===== config.mk =====
export PLATFORM = sky130hd
export DESIGN_NAME = mlp_accum_sched
export DESIGN_NICKNAME = d
export VERILOG_FILES = /design/src/rtl/mlp_accum_sched.sv
export SDC_FILE = /design/constraint.sdc
export NUM_CORES = 1
export LEC_CHECK = 0
export BUFFER_PORTS_ARGS = -buffer_cell sky130_fd_sc_hd__buf_2
export CORE_ASPECT_RATIO = 0.6
export CORE_MARGIN = 2
export CORE_UTILIZATION = 35
export DETAILED_ROUTE_END_ITERATION = 12
export GPL_ROUTABILITY_DRIVEN = 0
export PLACE_DENSITY = 0.66
export SYNTH_ARGS = -nofsm -noshare
export SYNTH_HDL_FRONTEND = slang
export SYNTH_SLANG_ARGS = --single-unit

===== constraint.sdc =====
create_clock -name clk -period 2.2 [get_ports clk]
set_clock_uncertainty 0.1 [all_clocks]
set_input_delay 0.33 -clock clk [delete_from_list [all_inputs] [get_ports clk]]
set_output_delay 0.33 -clock clk [all_outputs]
set_load 0.005 [all_outputs]

===== src/rtl/mlp_accum_sched.sv =====
// Issue scheduler for the MLP accumulator: walks N_HIDDEN neurons x CHUNKS operand chunks, then one layer-2 drain issue.
// Latency N_HIDDEN*CHUNKS+1 issues plus done; stalls (no-op mode 10 / p_zero) on op_valid_i low or missing l2_valid_i.
module mlp_accum_sched #(
    parameter int N_HIDDEN = 32,
    parameter int CHUNKS   = 8,
    parameter int NW       = 6,
    parameter int CW       = 3
) (
    input  logic          clk,
    input  logic          rst,
    input  logic          start_i,
    input  logic          op_valid_i,
    output logic          op_ready_o,
    input  logic          l2_valid_i,
    output logic          l2_ack_o,
    output logic [1:0]    mode_o,
    output logic          p_zero_o,
    output logic [NW-1:0] neuron_idx_o,
    output logic [CW-1:0] chunk_idx_o,
    output logic          act_capture_o,
    output logic [NW-1:0] act_idx_o,
    output logic          busy_o,
    output logic          done_o
);

    typedef enum logic [1:0] {
        S_IDLE,
        S_RUN,
        S_DRAIN,
        S_DONE
    } state_t;

    localparam logic [CW-1:0] LAST_CHUNK  = CW'(CHUNKS - 1);
    localparam logic [NW-1:0] LAST_NEURON = NW'(N_HIDDEN - 1);

    state_t        state_q;
    logic [NW-1:0] neuron_q;
    logic [CW-1:0] chunk_q;
    logic          cap_q;
    logic [NW-1:0] aidx_q;
    logic          busy_q;
    logic          done_q;

    logic last_chunk_d;
    logic need_l2_d;
    logic issue_d;
    logic drain_fire_d;

    // The last chunk of any neuron after the first also folds in the previous neuron's L2 products.
    assign last_chunk_d = (chunk_q == LAST_CHUNK);
    assign need_l2_d    = last_chunk_d && (neuron_q != '0);
    assign op_ready_o   = (state_q == S_RUN) && (!need_l2_d || l2_valid_i);
    assign issue_d      = op_valid_i && op_ready_o;
    assign drain_fire_d = (state_q == S_DRAIN) && l2_valid_i;

    always_comb begin
        mode_o   = 2'b10;
        p_zero_o = 1'b1;
        l2_ack_o = 1'b0;
        if (issue_d) begin
            p_zero_o = 1'b0;
            if (chunk_q == '0) begin
                mode_o = (neuron_q == '0) ? 2'b00 : 2'b01;
            end else if (need_l2_d) begin
                mode_o   = 2'b11;
                l2_ack_o = 1'b1;
            end
        end else if (drain_fire_d) begin
            mode_o   = 2'b11;
            l2_ack_o = 1'b1;
        end
    end

    always_ff @(posedge clk) begin
        if (rst) begin
            state_q  <= S_IDLE;
            neuron_q <= '0;
            chunk_q  <= '0;
            cap_q    <= 1'b0;
            aidx_q   <= '0;
            busy_q   <= 1'b0;
            done_q   <= 1'b0;
        end else begin
            // Accumulator output registers one cycle after the last-chunk issue.
            cap_q  <= issue_d && last_chunk_d;
            done_q <= 1'b0;
            if (issue_d && last_chunk_d) begin
                aidx_q <= neuron_q;
            end
            case (state_q)
                S_IDLE: begin
                    if (start_i) begin
                        state_q  <= S_RUN;
                        neuron_q <= '0;
                        chunk_q  <= '0;
                        busy_q   <= 1'b1;
                    end
                end
                S_RUN: begin
                    if (issue_d) begin
                        if (last_chunk_d) begin
                            chunk_q <= '0;
                            if (neuron_q == LAST_NEURON) begin
                                state_q <= S_DRAIN;
                            end else begin
                                neuron_q <= neuron_q + NW'(1);
                            end
                        end else begin
                            chunk_q <= chunk_q + CW'(1);
                        end
                    end
                end
                S_DRAIN: begin
                    if (l2_valid_i) begin
                        state_q <= S_DONE;
                        done_q  <= 1'b1;
                    end
                end
                S_DONE: begin
                    state_q <= S_IDLE;
                    busy_q  <= 1'b0;
                end
                default: state_q <= S_IDLE;
            endcase
        end
    end

    assign neuron_idx_o  = neuron_q;
    assign chunk_idx_o   = chunk_q;
    assign act_capture_o = cap_q;
    assign act_idx_o     = aidx_q;
    assign busy_o        = busy_q;
    assign done_o        = done_q;

endmodule


* Word-level counts from Yosys, hierarchy flattened *
Index checks and enable logic that the tools add are counted.

storage, ports and cells
  bits in registers = 20
  output and inout bits = 23

cells by class
  $add $sub $neg = 2
  bitwise gates (word level) = 1
  eq/ne operators = 11
  muxes and demuxes = 28
  reduce and logical (&&, ||, !) cells = 18

operators by type and width
  kind                                                    count
  2-to-1 mux 6 bit                                        4
  2-to-1 mux 2 bit                                        7
  case mux 6 bit (2 select lines)                         1
  2-to-1 mux 1 bit                                        10
  inequality test 2 bit (second input constant)           5
  AND reduction 5 bit                                     2
  2-to-1 mux 3 bit                                        3
  case mux 2 bit (4 select lines)                         1
  adder 6 x 1 -> 6 bit (second input constant)            1
  equality test 6 x 5 -> 1 bit (second input constant)    1
  zero test 6 bit                                         1
  case mux 3 bit (2 select lines)                         1
  nonzero test 6 bit                                      1
  logical AND 1 bit                                       5
  equality test 2 bit (second input constant)             2
  nonzero test 2 bit                                      2
  adder 3 x 1 -> 3 bit (second input constant)            1
  equality test 3 bit (second input constant)             1
  zero test 3 bit                                         1
  AND reduction 3 bit                                     1
  equality test 2 x 1 -> 1 bit (second input constant)    1
  zero test 2 bit                                         1
  inequality test 2 x 1 -> 1 bit (second input constant)  1
  case mux 1 bit (2 select lines)                         1
  other kinds (5)                                         5

* Longest topological paths before layout *
  depth after elaboration = 8
  gate-level depth with buffers = 7
  gate-level depth less buffers = 6

* Worst setup path after synthesis *
No wires, ideal clock.

  path type = reg-to-reg
  from = reg neuron_q[1], in the netlist neuron_idx_o[1]
  to = reg neuron_q[4], in the netlist neuron_idx_o[4]
  stages on the path, launching flop included = 8
  setup slack = 3 ps
  setup time = 88 ps
  buffers on the path = 1
  data arrival time = 2009 ps
  cell sequence = dfxtp_1 -> inv_1 -> ha_1 -> or4b_4 -> buf_6 -> o2111a_1 -> o41a_1 -> a311oi_2

between the ends
  word-level cells in the longest chain between the ends = 8

ends and longest elaborated chain
  item                                                                          RTL line  text
  from (decl)                                                                   37        logic [NW-1:0] neuron_q;
  from (signal assigned)                                                        106       neuron_q <= neuron_q + NW'(1);
  parallel branches: the longest is 8 deep, another holds adder 6 x 1 -> 6 bit  --

Several ways; the timed one is not identified. The select of a mux whose other input is x is not followed.
A chain may end at the register's enable or synchronous reset.

* Worst setup path after layout *
  from = reg neuron_q[1], in the netlist neuron_idx_o[1]
  to = out mode_o[0]

between the ends
  word-level cells in the longest chain between the ends = 7

ends and longest elaborated chain
  item                  RTL line  text
  nonzero test 6 bit    51        assign need_l2_d = last_chunk_d && (neuron_q != '0);
  logical AND 1 bit     51
  zero test 1 bit       52        assign op_ready_o = (state_q == S_RUN) && (!need_l2_d || l2_valid_i);
  logical OR 1 bit      52
  logical AND 1 bit     52
  logical AND 1 bit     53        assign issue_d = op_valid_i && op_ready_o;
  2-to-1 mux 2 bit (*)  60        if (issue_d) begin
  to (decl)             16        output logic [1:0] mode_o,

Mark *: on every way between the ends. The rest lies on a longest branch, timed or not.

==> results.cfg <==
[status]
status = finished, final reports clean

[worst_hold_path]
worst_hold_path.num_cells = 3
hold_start = l2_valid_i
hold_end = done_o
hold_path.class = primary input to flip-flop

[setup_path]
ff2ff_setup_slack_ps = 30
r2r-end = neuron_idx_o[4]
critPathArrivalTime_ps = 1760
worstSetupPathType = flip-flop to primary output
max_stage_delay_ps = 500
required_ps = 1770
r2r_cells = 6
cp_slowest_cell = or4b_4
cp_num_buf_inv = 2
worstSetupStartpointType = flip-flop
crit_family = simple AND/OR/NAND/NOR gates
worstSetupEndpointType = primary output
path_cells = inv_2, ha_4, or4b_4, nor2_4, o21ai_1, a21o_1, buf_2
crit_path_max_fanout = 4
worstReg2RegStart = neuron_idx_o[1]

[synthesis]
synth_warnings = 0
synth_nets = 164
synth_top_area_cell = dfxtp_1
yosysTopAreaCellShare_pct = 31.3
ys_seq_elements = 20
synthCells = 150
synth_area_leaders = dfxtp_1 (31%), ha_1 (8.8%), mux2i_1 (6.3%)
synth_edf_count = 0
ys.flop_type = dfxtp_1
async_flop_share_pct = 0
syn_avg_cell_area_um2 = 8.54
ys_types = 47
synth_area_um2 = 1280
ys_seq_area_share_pct = 31.3

[sta]
setup_viol = 0
max_freq_mhz = 456
timing.final.crit_share_pct = 99.7
fin_hold_ws_ps = 273
max_slew_margin_pct = 65.0
slew_violations = 0
min_period_ps = 2190
rsz0062_at_grt = true
hold_viol_final = 0
tightest_slew_ps = 524

[floorplan]
initial_core_util_pct = 37.9
die_x_um = 82.1
die_area_um2 = 4180
core_um2 = 3380
die_h_um = 50.9
ios = 28
num_rows = 16

[routing]
first_pass_iters = 4
vias_per_cell = 5.56
drc_errors = 0
vias = 1301
drtIter0Drc = 101
wl_per_cell_um = 15.6
ant_nets = 0
finalWirelength_mm = 3.65

[cells_and_area]
final_layout_size_suffix_gt1_share_pct = 35.4
n_antenna_cell = 0
syn2layout_area_growth_pct = 34.0
fin_cells = 234
final_nets = 204
final_common_cell = buf_2
final_cell_mix = buf_2 (27), dfxtp_1 (17), buf_4 (15)

[cts]
path_clk_slew_ps = 80
clkSinkCount = 20
clk_latency_ps = 270
cts_tree = yes
clk_path_buf_depth = 2
htreeDepth = 1
cts_buffers = 3
cts_root_buf = clkbuf_8

[flow_run]
maxCapViolCount = 0

[global_routing]
antenna_found_initial = 0
grt_overflow = 0
grt_max_degree = 24
grtUsageTotal_pct = 18.6
grt_pass1_wl_mm = 5.84
grt_pass1_vias = 1238

[power]
pwr_density_cell_nw_per_um2 = 792
p_total_uw = 1360
ir_worst_vdd_uv = 407
leakagePower_uw = 0.000727

[place]
placed_cells = 223
dp_hpwl_mm = 2.62
port_buffers = 27
synthesized netlist by cell type (all sizes together), types with 2 or more instances:
cell / number
buf: 4
nor2: 10
nand4: 6
inv: 11
clkbuf: 4
nand2b: 10
ha: 9
nand2: 10
a31oi: 2
dfxtp: 20
a21o: 2
o22ai: 2
nand3: 3
o21ai: 7
nor2b: 2
a21oi: 11
and3: 2
mux2i: 8
cells by family after synthesis:
family	Yosys count	synth area share, %
and+or+nand+nor	53	23.1
AOI/OAI and AO/OA	40	22.9
DFF	20	31.2
buffers and inverters	19	6.74
muxes	9	7.13
adders and majority gates	9	8.79
tightest hold or removal path, cell delays in order:
cell     delay (ps)
buf_2           150
nand2_1          80
nor2_1           40
layer usage:
metal / track usage (%) / vias to the layer above / share of wire, %
met2: 26.6 / 45 / 44
met4: 6.67 / 0 / 0.96
met3: 4.77 / 4 / 7.0
met1: 26.7 / 621 / 48
met5: 0 / - / 0
li1: - / 631 / -
state kept, by name (all words and copies together) (netlist names):
| signal | count |
|---|---|
| act_capture_o | 1 |
| act_idx_o | 6 |
| busy_o | 1 |
| chunk_idx_o | 3 |
| done_o | 1 |
| neuron_idx_o | 6 |
| state_q | 2 |
report_power, final:
group	total (µW)	internal (µW)	switching, µW	leakage (µW)
logic	567	236	331	0.000528
registers	418	390	28.4	0.000163
clock network	375	243	132	0.0000357
total	1360	869	491	0.000727
worst max-delay path by stage:
stage,cells after the start,from,endpoint,slack (ps)
global placement,6,neuron_idx_o[1],neuron_idx_o[4],40
detailed placement,6,neuron_idx_o[1],neuron_idx_o[4],-10
global route,7,neuron_idx_o[1],mode_o[0],-80
CTS,7,neuron_idx_o[1],mode_o[1],-4
finish,7,neuron_idx_o[1],mode_o[0],6
floorplan,7,neuron_idx_o[1],neuron_idx_o[4],3
cell type report:
type	count	area, µm²
multi-input combinational	111	876
clock inverter	1	30.0
fill	320	1670
tap	45	56.3
clock buffer	3	41.3
inverter	11	41.3
sequential	20	404
timing repair buffer	43	268
timing repair:
item	in CTS	in global routing
setup endpoints to repair	5	10
gates cloned	0	0
resized for setup	13	8
hold buffers	0	0
setup buffers	3	4
pin swaps	4	5
stage by stage:
stage	TNS [ps]	worst slack (ps)	util, %	area [µm²]
after detailed placement	-10.2	-10.2	44.2	1500
final	0	6.02	50.7	1720
after CTS	-5.93	-4.00	48.3	1630
after global placement	0	43.2	44.2	1500
after global routing	-122	-79.7	50.7	1720
after floorplan	0	3.29	-	1280
(Power assumes the default switching activity.)
